==> src/rtl/seq_magnitude_comparator_pkg.sv <==
// Shared definitions for the serial magnitude comparator: FSM encoding,
// default geometry and digit-count helpers.
package seq_magnitude_comparator_pkg;

    localparam int DEFAULT_WIDTH = 16;
    localparam int DEFAULT_DIGIT = 4;

    typedef enum logic {
        ST_IDLE = 1'b0,
        ST_CMP  = 1'b1
    } state_t;

    function automatic int ndig(input int width, input int digit);
        return width / digit;
    endfunction

    // Digit index width; never narrower than one bit, even for a single digit.
    function automatic int idx_width(input int n);
        return (n > 1) ? $clog2(n) : 1;
    endfunction

endpackage

==> src/rtl/seq_magnitude_comparator_digit_cmp.sv <==
// Combinational DIGIT-bit unsigned comparator, scanning from the MSB the same
// way the original 4-bit gate comparator cascades its per-bit terms.
module digit_cmp #(
    parameter int DIGIT = 4
) (
    input  logic [DIGIT-1:0] a,
    input  logic [DIGIT-1:0] b,
    output logic             lt,
    output logic             gt,
    output logic             eq
);

    logic eq_acc;
    logic gt_acc;
    logic lt_acc;

    // NOTE: blocking assignments are correct here; each loop pass must see the
    // running prefix value produced by the previous (more significant) bit.
    always_comb begin
        eq_acc = 1'b1;
        gt_acc = 1'b0;
        lt_acc = 1'b0;
        for (int i = DIGIT - 1; i >= 0; i--) begin
            gt_acc = gt_acc | (eq_acc &  a[i] & ~b[i]);
            lt_acc = lt_acc | (eq_acc & ~a[i] &  b[i]);
            eq_acc = eq_acc & ~(a[i] ^ b[i]);
        end
    end

    assign lt = lt_acc;
    assign gt = gt_acc;
    assign eq = eq_acc;

endmodule

==> src/rtl/seq_magnitude_comparator.sv <==
// Serial magnitude comparator: checks DIGIT bits per clock from the MSB digit
// down and finishes at the first digit that differs. WIDTH must be a multiple of DIGIT.
module seq_magnitude_comparator
    import seq_magnitude_comparator_pkg::*;
#(
    parameter int WIDTH = DEFAULT_WIDTH,
    parameter int DIGIT = DEFAULT_DIGIT
) (
    input  logic             clk,
    input  logic             rst_n,
    input  logic             start,
    input  logic             signed_mode,
    input  logic [WIDTH-1:0] A,
    input  logic [WIDTH-1:0] B,
    output logic             busy,
    output logic             done,
    output logic             A_lt_B,
    output logic             A_gt_B,
    output logic             A_eq_B
);

    localparam int NDIG = ndig(WIDTH, DIGIT);
    localparam int IDXW = idx_width(NDIG);
    localparam logic [IDXW-1:0] IDX_MSB = IDXW'(NDIG - 1);

    state_t state;
    state_t next_state;

    logic [NDIG-1:0][DIGIT-1:0] a_q;
    logic [NDIG-1:0][DIGIT-1:0] b_q;
    logic [IDXW-1:0]            idx;
    logic                       accept;
    logic                       d_lt;
    logic                       d_gt;
    logic                       d_eq;

    assign accept = (state == ST_IDLE) && start;

    // Signed order becomes unsigned order once the sign bit is flipped
    // (offset binary), so the mapping is folded into the operand latch.
    // NOTE: operand registers carry no reset; they are only read in ST_CMP,
    // which is always entered through a load.
    always_ff @(posedge clk) begin
        if (accept) begin
            a_q <= A ^ {signed_mode, {(WIDTH-1){1'b0}}};
            b_q <= B ^ {signed_mode, {(WIDTH-1){1'b0}}};
        end
    end

    digit_cmp #(.DIGIT(DIGIT)) u_digit_cmp (
        .a  (a_q[idx]),
        .b  (b_q[idx]),
        .lt (d_lt),
        .gt (d_gt),
        .eq (d_eq)
    );

    always_ff @(posedge clk or negedge rst_n) begin
        if (!rst_n) state <= ST_IDLE;
        else        state <= next_state;
    end

    // NOTE: next_state takes a default first so no path through the case
    // leaves it unassigned (which would infer a latch).
    always_comb begin
        next_state = state;
        case (state)
            ST_IDLE: if (start) next_state = ST_CMP;
            ST_CMP:  if (!d_eq || idx == '0) next_state = ST_IDLE;
            default: next_state = ST_IDLE;
        endcase
    end

    always_comb begin
        busy = (state == ST_CMP);
    end

    // Index counter and result registers; flags change only alongside done.
    always_ff @(posedge clk or negedge rst_n) begin
        if (!rst_n) begin
            idx    <= '0;
            done   <= 1'b0;
            A_lt_B <= 1'b0;
            A_gt_B <= 1'b0;
            A_eq_B <= 1'b0;
        end else begin
            done <= 1'b0;
            if (accept) begin
                idx <= IDX_MSB;
            end else if (state == ST_CMP) begin
                if (!d_eq) begin
                    done   <= 1'b1;
                    A_lt_B <= d_lt;
                    A_gt_B <= d_gt;
                    A_eq_B <= 1'b0;
                end else if (idx == '0) begin
                    done   <= 1'b1;
                    A_lt_B <= 1'b0;
                    A_gt_B <= 1'b0;
                    A_eq_B <= 1'b1;
                end else begin
                    idx <= idx - 1'b1;
                end
            end
        end
    end

endmodule

==> config.mk <==
export PLATFORM = sky130hd
export DESIGN_NAME = seq_magnitude_comparator
export DESIGN_NICKNAME = d
export VERILOG_FILES = /design/src/rtl/seq_magnitude_comparator_pkg.sv /design/src/rtl/seq_magnitude_comparator_digit_cmp.sv /design/src/rtl/seq_magnitude_comparator.sv
export SDC_FILE = /design/constraint.sdc
export NUM_CORES = 1
export LEC_CHECK = 0
export BUFFER_PORTS_ARGS = -buffer_cell sky130_fd_sc_hd__buf_2
export CAP_MARGIN = 20
export CELL_PAD_IN_SITES_DETAIL_PLACEMENT = 1
export CELL_PAD_IN_SITES_GLOBAL_PLACEMENT = 1
export CORE_MARGIN = 5
export CORE_UTILIZATION = 43
export CTS_CLUSTER_DIAMETER = 100
export CTS_CLUSTER_SIZE = 24
export DETAILED_ROUTE_END_ITERATION = 10
export GPL_TIMING_DRIVEN = 1
export HOLD_SLACK_MARGIN = 0.03
export PLACE_DENSITY_LB_ADDON = 0.1
export SYNTH_ARGS = -nofsm -noshare
export SYNTH_HDL_FRONTEND = slang
export SYNTH_SLANG_ARGS = --single-unit
==> constraint.sdc <==
create_clock -name clk -period 3.1 [get_ports clk]
set_clock_uncertainty 0.2 [all_clocks]
set_input_delay 0.155 -clock clk [delete_from_list [all_inputs] [get_ports clk]]
set_output_delay 0.155 -clock clk [all_outputs]
set_load 0.01 [all_outputs]
* Word-level counts from Yosys, hierarchy flattened
Cells that the tools add are included.
W data, S select, Z words.
** Operators by class
- Add/subtract/negate cells :: 1
- $lt $le $gt $ge :: 1
- Equality and inequality tests :: 2
- Mux-type cells :: 20
- Bitwise logic cells :: 43
- Reduce and logical (&&, ||, !) cells :: 8
** Operator list (number)
- $xor A16 B16 Y16 :: 2
- $and A1 B1 Y1 :: 17
- $bmux W4 S2 :: 2
- $not A1 Y1 :: 14
- $mux W1 :: 11
- $mux W2 :: 4
- $mux W4 :: 2
- $or A1 B1 Y1 :: 6
- $reduce_and A3 Y1 :: 2
- $reduce_bool A2 Y1 :: 2
- $xor A1 B1 Y1 :: 4
- $lt A2 B3 Y1 const B :: 1
- $logic_not A2 Y1 :: 1
- $ne A2 B1 Y1 const B :: 1
- $ne A2 B2 Y1 const B :: 1
- $pmux W1 S2 :: 1
- $sub A2 B1 Y2 const B :: 1
- $logic_and A1 B1 Y1 :: 1
- $logic_not A1 Y1 :: 1
- $logic_or A1 B1 Y1 :: 1
** Storage, ports and cells
- Bits in registers :: 39
- Output and inout bits :: 5
- Logic and storage cells :: 89

* Logic depth before layout (Yosys ltp)
Gate-level depths: netlist of the first run.
- Depth in word-level cells :: 11
- Mapped depth :: 8

* Cells and area by module
A second synthesis of the first run with hierarchy kept.
** Unflattened totals
- Cell total of the unflattened synthesis :: 90
- Area total of the unflattened synthesis :: 1611.5 µm²
** By module, submodules not included
- seq_magnitude_comparator :: times used 1, cells each 68, area each 1455.1 µm²
- digit_cmp :: times used 1, cells each 22, area each 156.4 µm²

* Least setup slack after synthesis of the first run
OpenSTA, ideal clock, no wires.
- Path kind :: reg2reg
- From :: register idx[0]
- To :: register A_eq_B
- Arrival time :: 2337 ps
- Path slack :: 485 ps
- Cell stages (with the launch flop) :: 8
- Buffers on the path :: 1
- Period minus slack after synthesis :: 2615 ps
- Path through :: dfrtp_1 > buf_6 > mux4_1 > ha_1 > inv_1 > or3_1 > or3_1 > a21oi_1
** On the way
- Word-level cells in the longest chain between the ends :: 9
- Elaborated cells between the ends (all ways) :: 19
- Classes of those cells :: eq/ne (1); mux (5); bitwise (11); reduce/logical (2)
** Ends and longest elaborated chain
- from (decl) :: RTL line seq_magnitude_comparator.sv:31 : logic [IDXW-1:0] idx;
- from (signal assigned) :: RTL line seq_magnitude_comparator.sv:102 : idx <= idx - 1'b1;
- $bmux W4 S2, on equally long branches :: RTL line seq_magnitude_comparator.sv:51, seq_magnitude_comparator.sv:52
- $mux W4, on equally long branches :: RTL line seq_magnitude_comparator.sv:51, seq_magnitude_comparator.sv:52
- $xor A1 B1 Y1 :: RTL line seq_magnitude_comparator_digit_cmp.sv:26 : eq_acc = eq_acc & ~(a[i] ^ b[i]);
- $not A1 Y1 :: RTL line seq_magnitude_comparator_digit_cmp.sv:26
- $and A1 B1 Y1 (3 in a row) :: RTL line seq_magnitude_comparator_digit_cmp.sv:26
- $ne A2 B1 Y1 (no source line)
- $reduce_and A3 Y1 (no source line)
- to (signal assigned) :: RTL line seq_magnitude_comparator.sv:85 : A_eq_B <= 1'b0;
- to (signal assigned) :: RTL line seq_magnitude_comparator.sv:95 : A_eq_B <= 1'b0;
- to (signal assigned) :: RTL line seq_magnitude_comparator.sv:100 : A_eq_B <= 1'b1;
- to (decl) :: RTL line seq_magnitude_comparator.sv:19 : output logic A_eq_B
Parallel ways exist; a longest one is shown, timed or not. The select of a mux whose other input is x is not followed.
A chain may end at the register's enable or synchronous reset.

* Worst setup path after layout of the first run
Same ends and word-level chain as after synthesis.

==> metrics, run 1 <==
Yosys top cell area share=55.49%; CTS tree=done; Max Slew Vio Count=0; Synth area leader=edfxtp_1; Area growth syn-to-layout=40.82%; Antenna diodes=0; die width=73.46 um; worst-path fanout max=5; DR vias=1215; total CTS buffers=5; Post-Route WL=4.178 mm; total power=1.334 mW; VDD IR max=0.3568 mV; antenna violations before repair=0; Overflow after GRT=0; final net count=225; vias in the first global route=1327; power per cell area=547.1 mW/mm2; deepest clock path buffer count=2; Final Critical Period=2716 ps; part of the power in combinational logic=24.9%; switching power total=0.3688 mW; fin crit share=87.60%; Routability Congestion=0.7799; DR vias/cell=5.127; IO Port Bufs=40; cells after synthesis=103; first-pass GRT wire length=6.693 mm; Max-Cap Viols=0; post-cts sizing count=0; count of different cell masters after synthesis=27; Routed Antenna Nets=0; unrepaired setup endpoints after global routing=no; die height=73.46 um; Cell Area, Synth=0.001732 mm2; Hold WS=21.74 ps; core area=0.003943 mm2; CP Class=reg -> reg; layout cells sized above 1=28.88%; Worst-Margin Slew=433.3 ps; DR pass1 iterations=5; Site Rows=23; static leakage=1.052 nW; Slew HR=71.11%; ranking of synthesized cells by area=edfxtp_1, mux4_1, dfrtp_1; Starting Density=43.92%; Setup TNS=0 ps; die area=0.005396 mm2; Iter 0 DRT Violations=52; Clock Latency Late Sink=290 ps; Ports=41; status=completed; final hold viol count=0; Worst Hold Class=in -> async; Worst Setup End Kind=flop; Net Sw Frac=27.64%; TritonCTS Sinks=39; Yosys reg bits=39; cell with the most instances after synthesis=edfxtp_1; Seq/Total Area, Yosys=65.61%; Post-DP HPWL=2.503 mm; largest net degree at the start of global routing=36; synth cell count leaders=edfxtp_1, dfrtp_1, inv_1, mux4_1, xor2_1; Max Clk Rate=368.2 MHz; endpoints failing setup=0; htree depth=2; EDFF count, synth=32; root buffer cell=clkbuf_8; syn nets=142; Synth Flop Type=edfxtp_1; All-Layer GR Usage=17.25%; Startpoint Class=flop; yosys warns=0; Seq pwr share=50.2%; Crit Reg-Reg Startpoint=idx[0]$_DFFE_PN0P_; post-route DRC violation count=0; Post-synth ARST share=17.95%; Final Util=61.85%; internal power=0.9654 mW; clock share of power=24.9%; critical path required time=3120 ps; WL/cell=17.63 um; Reg clk slew, reported paths=80 ps; Setup crit start=idx[0]$_DFFE_PN0P_; Syn Area/Cell=16.81 um2; Worst EP arrival=2740 ps
-- path summary, 6_finish.rpt --
kind                                            to  slack [ps]  cells past startpoint
worst max-delay path            A_eq_B$_DFFE_PN0P_         380                      6
worst min-delay path            A_lt_B$_DFFE_PN0P_          20                      2
worst max register to register  A_eq_B$_DFFE_PN0P_         380                      6
worst min register to register  A_lt_B$_DFFE_PN0P_         350                      2
max in group asynchronous       A_gt_B$_DFFE_PN0P_        2500                      2
min in group clk                A_lt_B$_DFFE_PN0P_         350                      2
-- per-stage QoR --
step                setup slack (ps)  instances  instance area [um2]
global placement               490.5        194                 2007
detailed placement             419.8        194                 2007
finish                         384.3        237                 2439
floorplan                      485.4        103                 1732
CTS                            390.5        237                 2439
global route                   222.5        237                 2439
-- sequential cells by signal, indices dropped and copies added (netlist names) --
name / cells
done: 1
A_gt_B: 1
b_q: 16
A_eq_B: 1
busy: 1
A_lt_B: 1
idx: 2
a_q: 16
-- power groups by stage --
stage | clock (mW) | sequential, mW | combinational [mW]
6_report | 0.332 | 0.670 | 0.332
5_1_grt | 0.365 | 0.677 | 0.365
4_1_cts | 0.336 | 0.670 | 0.329
3_5_place_dp | 0 | 0.681 | 0.291
2_1_floorplan | 0 | 0.674 | 0.199
3_3_place_gp | 0 | 0.677 | 0.282
-- cell families after synthesis --
logic type                 synth area share [%]
xor gates and xnor gates                  3.541
and+or+nand+nor                           6.575
adders and majority gates                 2.168
DFF                                       65.61
buffers and inverters                     2.673
muxes                                     14.38
AOI/OAI and AO/OA                         5.059
-- cell type report --
type / count / area, um2
fill: 368 / 1504
sequential: 39 / 1136
timing repair buffer: 79 / 580.6
multi-input combinational: 54 / 551.8
clock buffer: 7 / 76.32
tap: 50 / 62.56
inverter: 7 / 26.28
clock inverter: 1 / 5.005
-- cell usage in the layout (no fill, tap or decap), types with 2 or more instances in the layout --
| master | n |
|---|---|
| edfxtp_1 | 32 |
| nand3_1 | 5 |
| dlygate4sd3_1 | 35 |
| mux2i_1 | 2 |
| a21oi_1 | 2 |
| a31oi_1 | 3 |
| or3_1 | 2 |
| inv_1 | 7 |
| ha_1 | 3 |
| buf_2 | 40 |
| mux4_2 | 2 |
| dfrtp_1 | 7 |
| clkbuf_1 | 2 |
| nor3_1 | 2 |
| nor2_1 | 4 |
| mux4_1 | 7 |
| buf_4 | 4 |
| clkbuf_8 | 5 |
| xor2_1 | 7 |
| nor2b_1 | 5 |
-- critical path: stages (launching register included) --
cell     delay (ps)
dfrtp_1         440
mux4_1          610
ha_1            390
inv_1            90
or3_1           380
or3_1           380
a21oi_1         160
-- metal layers --
layer / track usage (%) / up-vias / wire length, um / share of wire, %
met5: 0 / - / 0 / 0
met4: 6.640 / 0 / 68 / 1.6
met3: 4.925 / 7 / 273 / 6.5
met2: 31.30 / 38 / 2285 / 55
met1: 18.78 / 603 / 1552 / 37
li1: - / 567 / - / -
-- repair_timing --
| action | in CTS | in global routing |
|---|---|---|
| hold buffers | 35 | 0 |
| endpoints found under the hold margin | 39 | 0 |
| buffers inserted | 0 | 0 |
No activity file was read; power rests on OpenSTA's default activity.
==> run 2, diff against run 1 <==
Settings changed: CORE_UTILIZATION 43 to 39.
Clock period 3.1 ns to 2.4 ns, I/O delays scaled along.
==> metrics, run 2 (synthesis results as in run 1) <==
Place WS=-86.91 ps; final net count=235; CTS tree=done; Routability Congestion=0.7721; Worst Setup End Kind=flop; endpoints failing setup=0; Seq pwr share=42.2%; TritonCTS Sinks=39; RR Endpoint=A_eq_B$_DFFE_PN0P_; Layout Cells excl Fill=249; final hold viol count=0; antenna violations before repair=0; Starting Density=40.05%; layout cells sized above 1=40.10%; FILL cells=423; worst-path fanout max=3; die width=76.64 um; die height=76.64 um; Max Clk Rate=420.9 MHz; Regs by FF count=a_q x16, b_q x16, idx x2; unrepaired setup endpoints after global routing=yes; r2r setup slk=20 ps; IO Port Bufs=40; R2R cell count=6; Ports=41; dpl cells=203; Site Rows=24; Worst EP arrival=2400 ps; Overflow after GRT=0; Worst-Margin Slew=429.4 ps; Clock Latency Late Sink=290 ps; DR vias/cell=4.859; Worst Setup Slack, final=24.21 ps; hold path cells=3; VDD IR max=0.4080 mV; DR vias=1210; largest net degree at the start of global routing=36; core area=0.004324 mm2; first-pass GRT wire length=6.955 mm; critical path required time=2430 ps; Max-Cap Viols=0; Slew HR=71.37%; die area=0.005873 mm2; Post-Route WL=4.148 mm; Final Critical Period=2376 ps; static leakage=1.105 nW; Area growth syn-to-layout=50.58%; commonest non-fill, non-tap cells in the layout=buf_2, dlygate4sd3_1, edfxtp_1, buf_4; WL/cell=16.66 um; Reg clk slew, reported paths=80 ps; Post-DP HPWL=2.743 mm; Worst Hold Class=in -> reg; internal power=1.532 mW; switching power total=0.5194 mW; Crit Reg-Reg Startpoint=idx[0]$_DFFE_PN0P_; fin crit share=98.99%; All-Layer GR Usage=15.25%; status=completed; htree depth=2; total CTS buffers=5; post-route DRC violation count=0; CP Class=reg -> reg; root buffer cell=clkbuf_8; Hold WS=333.1 ps; power per cell area=786.8 mW/mm2; clock share of power=31.7%; most common cell after layout, fill and taps aside=buf_2; part of the power in combinational logic=26.1%; DR pass1 iterations=4; Routed Antenna Nets=0; Net Sw Frac=25.32%; Startpoint Class=flop; Max Slew Vio Count=0; vias in the first global route=1449; Antenna diodes=0; Worst Hold End=b_q[12]$_DFFE_PP_; Hold Path Origin=start; deepest clock path buffer count=2; Iter 0 DRT Violations=23
## run 2: cell count changes in the layout (fill, tap and decap cells not counted), moves of 2 or more
| cell | change |
|---|---|
| mux4_1 | -5 |
| nor3_1 | -2 |
| buf_4 | +7 |
| or3_1 | -2 |
| mux4_2 | +5 |
| or3_4 | +2 |
| clkbuf_1 | -2 |
| buf_6 | +2 |
| bufinv_16 | +2 |
| nor3_2 | +2 |
## run 2: worst max-delay path, stage by stage (launching register included)
cell,delay (ps)
dfrtp_2,410
mux4_2,550
ha_4,320
inv_4,40
or3_4,320
or3_4,330
a21oi_2,130
## run 2: metrics by stage
stage | power (mW) | util (%) | cell area (um2) | TNS, ps
3_5_place_dp | 1.323 | 47.89 | 2071 | -133.6
2_1_floorplan | 1.139 | - | 1743 | -283.8
6_report | 2.052 | 60.30 | 2608 | 0
3_3_place_gp | 1.295 | 47.89 | 2071 | -43.59
5_1_grt | 2.149 | 60.30 | 2608 | -51.02
4_1_cts | 2.032 | 59.55 | 2575 | 0
## run 2: timing repair
action,CTS,global route
hold buffers,36,0
endpoints found under the setup margin,4,5
hold endpoints to repair,39,0
buffers inserted,1,1
gates resized for setup,7,8
pin swaps,4,2
## run 2: how the worst max path moves through the flow
stage	start	to	slack, ps
after floorplan	idx[0]$_DFFE_PN0P_	A_eq_B$_DFFE_PN0P_	-120
after global placement	idx[0]$_DFFE_PN0P_	A_eq_B$_DFFE_PN0P_	-40
after detailed placement	idx[0]$_DFFE_PN0P_	A_eq_B$_DFFE_PN0P_	-90
after CTS	idx[0]$_DFFE_PN0P_	A_eq_B$_DFFE_PN0P_	10
after global routing	idx[0]$_DFFE_PN0P_	A_eq_B$_DFFE_PN0P_	-30
final	idx[0]$_DFFE_PN0P_	A_eq_B$_DFFE_PN0P_	20
## run 2: cell type report
| cell class | instances | area (um2) | area share, % |
|---|---|---|---|
| clock buffers | 5 | 68.82 | 2.639 |
| well taps | 52 | 65.06 | 2.495 |
| flip-flops and latches | 39 | 1137 | 43.62 |
| multi-input cells | 54 | 574.3 | 22.02 |
| clock inverters | 3 | 67.56 | 2.591 |
| repair buffers | 89 | 665.6 | 25.53 |
| inverters | 7 | 28.78 | 1.104 |
## run 2: power groups by stage
stage / Combinational, mW / Clock, mW / Sequential (mW)
2_1_floorplan: 0.269 / 0 / 0.869
3_3_place_gp: 0.421 / 0 / 0.873
3_5_place_dp: 0.444 / 0 / 0.878
4_1_cts: 0.507 / 0.659 / 0.865
5_1_grt: 0.586 / 0.687 / 0.876
6_report: 0.536 / 0.651 / 0.865
## run 2: per-layer routing
metal | wire [um] | vias to the layer above | GRT usage (%)
met3 | 163 | 5 | 4.137
met2 | 2329 | 23 | 28.85
met1 | 1611 | 601 | 16.41
met5 | 0 | - | 0
li1 | - | 581 | -
met4 | 44 | 0 | 4.196
